$ cat src/rtl/spiflash_pkg.sv
// Shared definitions for the SPI flash clock generator: FSM state encoding,
// defaults and the registered output bundle.
package spiflash_pkg;

  localparam logic [1:0] ST_IDLE = 2'd0;
  localparam logic [1:0] ST_LEAD = 2'd1;
  localparam logic [1:0] ST_RUN  = 2'd2;
  localparam logic [1:0] ST_TAIL = 2'd3;

  localparam logic CPOL_DEFAULT = 1'b0;
  localparam int   LEAD_MAX     = 15;

  // Every externally visible output is carried in one registered bundle.
  typedef struct packed {
    logic busy;
    logic done;
    logic edge_lead;
    logic edge_trail;
    logic d0;
    logic d1;
    logic oe;
  } out_t;

endpackage

$ cat src/rtl/spiflash_clkdiv.sv
// Half-period tick generator. tick is high in the last system-clock cycle of
// each DIV-cycle half period while enabled; constant 1 when DIV=0.
module spiflash_clkdiv #(
  parameter int DIV = 0
) (
  input  logic clock,
  input  logic reset,
  input  logic en,
  input  logic clr,
  output logic tick
);

  if (DIV == 0) begin : g_bypass
    logic unused_inputs;
    assign unused_inputs = ^{clock, reset, en, clr};
    assign tick = 1'b1;
  end else begin : g_div
    localparam int DW = $clog2(DIV + 1);
    localparam logic [DW-1:0] LAST = DW'(DIV - 1);

    logic [DW-1:0] cnt;

    // Count system clocks within the current half period; restart on clear.
    always_ff @(posedge clock) begin
      // NOTE: sequential state uses non-blocking (<=) so every register
      // samples pre-edge values regardless of statement order.
      if (reset || clr) begin
        cnt <= '0;
      end else if (en) begin
        cnt <= (cnt == LAST) ? '0 : cnt + DW'(1);
      end
    end

    assign tick = en && (cnt == LAST);
  end

endmodule

$ cat src/rtl/spiflash_clkgen.sv
// SPI flash SCK burst generator driving a DDR output cell.
// Optional macro SPICLK_FREERUN_EN adds a 'hold' input that freezes the
// period countdown in RUN so SCK can run indefinitely.
module spiflash_clkgen
  import spiflash_pkg::*;
#(
  parameter int   CNT_W = 8,
  parameter int   DIV   = 0,
  parameter logic CPOL  = CPOL_DEFAULT,
  parameter int   LEAD  = 1
) (
  input  logic             clock,
  input  logic             reset,
  input  logic             start,
  input  logic [CNT_W-1:0] count,
`ifdef SPICLK_FREERUN_EN
  input  logic             hold,
`endif
  output logic             busy,
  output logic             done,
  output logic             edge_lead,
  output logic             edge_trail,
  output logic             ddr_d0,
  output logic             ddr_d1,
  output logic             ddr_oe
);

  localparam bit FULL = (DIV == 0);
  localparam logic [3:0] LEAD_INIT = (LEAD > 0 && LEAD <= LEAD_MAX) ? 4'(LEAD - 1) : 4'd0;
  localparam out_t IDLE_OUT = '{busy: 1'b0, done: 1'b0, edge_lead: 1'b0,
                                edge_trail: 1'b0, d0: CPOL, d1: CPOL, oe: 1'b0};
  localparam logic [CNT_W-1:0] LAST_PERIOD = CNT_W'(1);

  logic [1:0]       st, st_n;
  logic [CNT_W-1:0] per_cnt, per_cnt_n;
  logic [3:0]       lead_cnt, lead_cnt_n;
  logic             level, level_n;
  logic             enter_run;
  logic             tick;
  logic             hold_i;
  out_t             out_q, out_n;

`ifdef SPICLK_FREERUN_EN
  assign hold_i = hold;
`else
  assign hold_i = 1'b0;
`endif

  spiflash_clkdiv #(.DIV(DIV)) u_clkdiv (
    .clock (clock),
    .reset (reset),
    .en    (st == ST_RUN),
    .clr   (st != ST_RUN),
    .tick  (tick)
  );

  // Next-state and next-output decode; outputs describe the coming cycle.
  always_comb begin
    // NOTE: every variable gets a default first so no path leaves it
    // unassigned, which would otherwise infer a latch.
    st_n       = st;
    per_cnt_n  = per_cnt;
    lead_cnt_n = lead_cnt;
    level_n    = level;
    enter_run  = 1'b0;
    out_n      = IDLE_OUT;

    case (st)
      ST_IDLE: begin
        if (start) begin
          if (count == '0) begin
            out_n.done = 1'b1;
          end else begin
            per_cnt_n = count;
            if (LEAD > 0) begin
              st_n       = ST_LEAD;
              lead_cnt_n = LEAD_INIT;
              out_n.busy = 1'b1;
              out_n.oe   = 1'b1;
            end else begin
              enter_run = 1'b1;
            end
          end
        end
      end

      ST_LEAD: begin
        out_n.busy = 1'b1;
        out_n.oe   = 1'b1;
        if (lead_cnt == 4'd0) enter_run = 1'b1;
        else                  lead_cnt_n = lead_cnt - 4'd1;
      end

      ST_RUN: begin
        out_n.busy = 1'b1;
        out_n.oe   = 1'b1;
        if (FULL) begin
          if (per_cnt == LAST_PERIOD && !hold_i) begin
            st_n             = ST_TAIL;
            out_n.edge_trail = 1'b1;
          end else begin
            if (!hold_i) per_cnt_n = per_cnt - LAST_PERIOD;
            out_n.d1         = ~CPOL;
            out_n.edge_lead  = 1'b1;
            out_n.edge_trail = 1'b1;
          end
        end else begin
          out_n.d0 = level;
          out_n.d1 = level;
          if (tick) begin
            if (level == CPOL) begin
              // Second half of a period ends: either finish or start next.
              if (per_cnt == LAST_PERIOD && !hold_i) begin
                st_n     = ST_TAIL;
                out_n.d0 = CPOL;
                out_n.d1 = CPOL;
              end else begin
                if (!hold_i) per_cnt_n = per_cnt - LAST_PERIOD;
                level_n         = ~CPOL;
                out_n.d0        = ~CPOL;
                out_n.d1        = ~CPOL;
                out_n.edge_lead = 1'b1;
              end
            end else begin
              level_n          = CPOL;
              out_n.d0         = CPOL;
              out_n.d1         = CPOL;
              out_n.edge_trail = 1'b1;
            end
          end
        end
      end

      default: begin  // ST_TAIL
        st_n       = ST_IDLE;
        out_n.done = 1'b1;
      end
    endcase

    // First RUN cycle always carries a leading edge at the new level.
    if (enter_run) begin
      st_n            = ST_RUN;
      out_n.busy      = 1'b1;
      out_n.oe        = 1'b1;
      out_n.edge_lead = 1'b1;
      if (FULL) begin
        out_n.d1 = ~CPOL;
      end else begin
        level_n  = ~CPOL;
        out_n.d0 = ~CPOL;
        out_n.d1 = ~CPOL;
      end
    end
  end

  // State, counters and output registers with synchronous reset.
  always_ff @(posedge clock) begin
    if (reset) begin
      st       <= ST_IDLE;
      per_cnt  <= '0;
      lead_cnt <= 4'd0;
      level    <= CPOL;
      out_q    <= IDLE_OUT;
    end else begin
      st       <= st_n;
      per_cnt  <= per_cnt_n;
      lead_cnt <= lead_cnt_n;
      level    <= level_n;
      out_q    <= out_n;
    end
  end

  assign busy       = out_q.busy;
  assign done       = out_q.done;
  assign edge_lead  = out_q.edge_lead;
  assign edge_trail = out_q.edge_trail;
  assign ddr_d0     = out_q.d0;
  assign ddr_d1     = out_q.d1;
  assign ddr_oe     = out_q.oe;

endmodule

$ cat config.mk
export PLATFORM = sky130hd
export DESIGN_NAME = spiflash_clkgen
export DESIGN_NICKNAME = d
export VERILOG_FILES = /design/src/rtl/spiflash_pkg.sv /design/src/rtl/spiflash_clkdiv.sv /design/src/rtl/spiflash_clkgen.sv
export SDC_FILE = /design/constraint.sdc
export NUM_CORES = 1
export LEC_CHECK = 0
export CAP_MARGIN = 10
export CORE_MARGIN = 10
export CORE_UTILIZATION = 47
export CTS_BUF_LIST = sky130_fd_sc_hd__clkbuf_4 sky130_fd_sc_hd__clkbuf_8 sky130_fd_sc_hd__clkbuf_16
export DETAILED_ROUTE_END_ITERATION = 10
export PLACE_DENSITY = 0.8
export SLEW_MARGIN = 5
export SYNTH_ARGS = -nofsm -noshare
export SYNTH_HDL_FRONTEND = slang
export SYNTH_SLANG_ARGS = --single-unit
$ cat constraint.sdc
create_clock -name clock -period 1.95 [get_ports clock]
set_input_delay 0.2925 -clock clock [delete_from_list [all_inputs] [get_ports clock]]
set_output_delay 0.2925 -clock clock [all_outputs]
set_load 0.01 [all_outputs]
==> results of run 1 <==
[what timing repair did]
action	CTS	global route
pin swaps	0	1
endpoints found under the setup margin	1	9
gates resized for setup	0	6
gates cloned	0	1
[through the flow]
step	total power [uW]	setup TNS [ps]	utilization [%]	instance area, um^2	worst slack (ps)
2_1_floorplan	1570	0	-	1140	103
3_3_place_gp	1900	-1560	60.7	1370	-173
3_5_place_dp	1940	-2260	60.7	1370	-215
4_1_cts	2180	-11.4	62.3	1400	-11.4
5_1_grt	2490	-0.554	64.1	1450	-0.554
6_report	2300	0	64.1	1450	101
[layout make-up]
type / count / share of cell area, %
flip-flops and latches: 18 / 24.9
repair buffers: 28 / 17.3
clock buffers: 4 / 2.51
inverters: 8 / 2.08
well taps: 28 / 2.42
multi-input cells: 101 / 50.7
[synth_stat cells, types with 2 or more instances]
cell / number / area share, %
a21oi_1: 12 / 5.3
a32o_1: 2 / 1.8
nand3_1: 4 / 1.8
nand2_1: 14 / 4.6
or4_4: 2 / 2.0
o21ai_0: 7 / 3.1
inv_1: 8 / 2.6
nor3_1: 5 / 2.2
a211o_2: 2 / 1.8
or3_1: 2 / 1.1
nor2_1: 12 / 3.9
nor2b_1: 4 / 2.2
a211oi_1: 3 / 2.0
xnor2_1: 2 / 1.5
dfxtp_1: 18 / 32
a211oi_2: 2 / 2.2
mux2i_1: 2 / 1.8
buf_4: 4 / 2.6
clkbuf_1: 3 / 0.99
buf_1: 2 / 0.66
ha_1: 8 / 8.8
a221oi_2: 2 / 2.6
[cell families (layout without fill, tap and decap cells)]
kind of cell,after synthesis,count (layout),share of synthesized area [%]
AOI/OAI and AO/OA,40,41,26.4
xor gates and xnor gates,2,2,1.53
adders and majority gates,8,8,8.76
buffers and inverters,18,40,7.89
DFF,18,18,31.5
muxes,2,2,1.75
other,1,1,0.328
and+or+nand+nor,47,47,21.8
[worst reg2reg max path, cell delays in order, from the launching register on]
cell     delay (ps)
dfxtp_1         360
buf_4           120
ha_2            270
nor2b_1         220
o21ai_1         140
or4bb_1         530
a21oi_1         150
[per-layer routing]
metal  track usage (%)  vias up  wire length [um]
met2              15.5       28              1270
met1              12.2      503              1270
met4              6.43        0                33
met3              3.00        8               119
met5                 0        -                 0
li1                  -      536                 -
[how the worst max path moves through the flow]
stage          cells past startpoint                       end          startpoint  slack, ps
2_1_floorplan                      8   per_cnt[4]$_SDFFE_PP0P_  st[0]$_SDFFE_PP0P_        100
3_3_place_gp                       6   per_cnt[0]$_SDFFE_PP0P_            count[5]       -170
3_5_place_dp                       6   per_cnt[0]$_SDFFE_PP0P_            count[5]       -210
4_1_cts                            6   per_cnt[0]$_SDFFE_PP0P_  st[0]$_SDFFE_PP0P_        -10
5_1_grt                            6  lead_cnt[3]$_SDFFE_PP0P_  st[0]$_SDFFE_PP0P_       -0.6
6_report                           7   per_cnt[7]$_SDFFE_PP0P_            count[3]        100
[report_power, final]
| part | internal, uW | leakage [uW] | switching (uW) |
|---|---|---|---|
| clock | 114 | 0.0000210 | 118 |
| sequential | 506 | 0.000148 | 143 |
| combinational | 685 | 0.000366 | 736 |
[state kept, by name, indices dropped and copies added (netlist names)]
name / count
edge_trail: 1
done: 1
edge_lead: 1
per_cnt: 8
st: 2
lead_cnt: 4
ddr_oe: 1
==> impl_results.md, run 1 <==
- Outcome: completed
- Die Wd: 69.3 um
- Sequential cell area fraction in the yosys report: 31.5%
- Startpoint types: input pin
- Cells after Synth: 136
- Routed via count: 1,075
- Post-CTS Setup Inserts: 0
- Placer Congestion: 0.863
- R2R cell count: 6
- WHS Endpoint: lead_cnt[3]$_SDFFE_PP0P_
- I/O pin cnt: 18
- Critical Path RT: 2140 ps
- Remaining DRCs: 0
- Clock Sinks: 18
- Initial antenna violation count: 0
- Nets: 179
- Worst r2r src: st[0]$_SDFFE_PP0P_
- H-tree depth: 1
- Layout filler cell count: 214
- Area grow syn2layout: 26.5%
- Initial Util: 50.7%
- Syn nets: 155
- Min Clock Period, post-route: 1850 ps
- Pre-antenna DRT Iters: 4
- Warnings, synthesis: 0
- Slew Viols, Final: 0
- Wire length per cell: 14.4 um
- Power Density: 1590 nW/um^2
- Dpl cells: 182
- Ys async rst share: 0%
- Clk Latency, worst-skew pair: 290 ps
- Num rows: 17
- Vias in the first global route: 999
- Via/cell ratio: 5.75
- Netlist cell types: 38
- Synth Register Bits: 18
- Die Area: 4800 um^2
- Port Buf Inserts: 16
- Crit-path leading delay family: buffers and inverters
- R2R setup slack: 110 ps
- Remaining antenna violation count: 0
- Commonest non-fill, non-tap cell in the layout: dfxtp_1
- Slowest library cell on the worst path: or4_4
- Deepest clock path buffer count: 2
- Setup violators final: 0
- Final Skew: 2.14 ps
- CTS tree: done
- Most frequent cells in the layout: dfxtp_1, clkdlybuf4s50_1, nand2_1
- Hold Fails Final Rpt: 0
- Max Clock Freq: 541 MHz
- Hold path startpoint: lead_cnt[3]$_SDFFE_PP0P_
- Inserted Clock Buffers: 3
- Average cell area after synthesis: 8.40 um^2
- Post-Layout Cell Count: 187
- Clk root buf: clkbuf_4
- Detailed Route WL: 2690 um
- Worst Path Arrival: 2040 ps
- Ant diodes: 0
- Peak supply drop: 1.19 mV
- Crit. End Element: flop
- Post-synth EDFFs: 0
- Hold Path Depth: 2
- Register area: 360 um^2
- Largest net degree at the start of global routing: 18
- Max Cap Viol: 0
- Worst Path Max Fanout: 5
- CTS Hold Bufs: 0
- Clock-pin slew on the worst setup and hold paths: 100 ps
- Final hold slack: 506 ps
- CP bufs+invs: 2
- HPWL after detailed placement: 2050 um
- Hold Path Class: reg2reg
- Multi-input gate area: 733 um^2
- Cell Chain, Critical Path: clkdlybuf4s50_1 -> or4_4 -> o21ai_4 -> a221oi_4 -> buf_4 -> a21oi_1 -> a211oi_2
- Leak pwr: 0.000535 uW
- Core Area: 2250 um^2
- First-pass GRT wire length: 4350 um
- Top_reg_cell synth: dfxtp_1
- GRT overflow: 0
- Die H: 69.3 um
- Critical path class: in2reg
- Iter 0 DRT Violations: 81
- Worst R2R End: lead_cnt[3]$_SDFFE_PP0P_
- Share of layout cells above drive strength 1: 20.8%
- Mapped Area: 1140 um^2
- Overall routing resource usage: 10.2%
- Slowest stage delay, CP: 580 ps
- Final period util: 94.8%
No activity file was read; power rests on OpenSTA's default activity.
==> run 2: changes to the inputs <==
ABC_CLOCK_PERIOD_IN_PS = 1950   (was default)
SYNTH_HIERARCHICAL = 1   (was default)
==> results of run 2 <==
The final DEF is identical to that of run 1; final timing and power are the same.
Among the figures that moved: Yosys warning count 0 -> 6
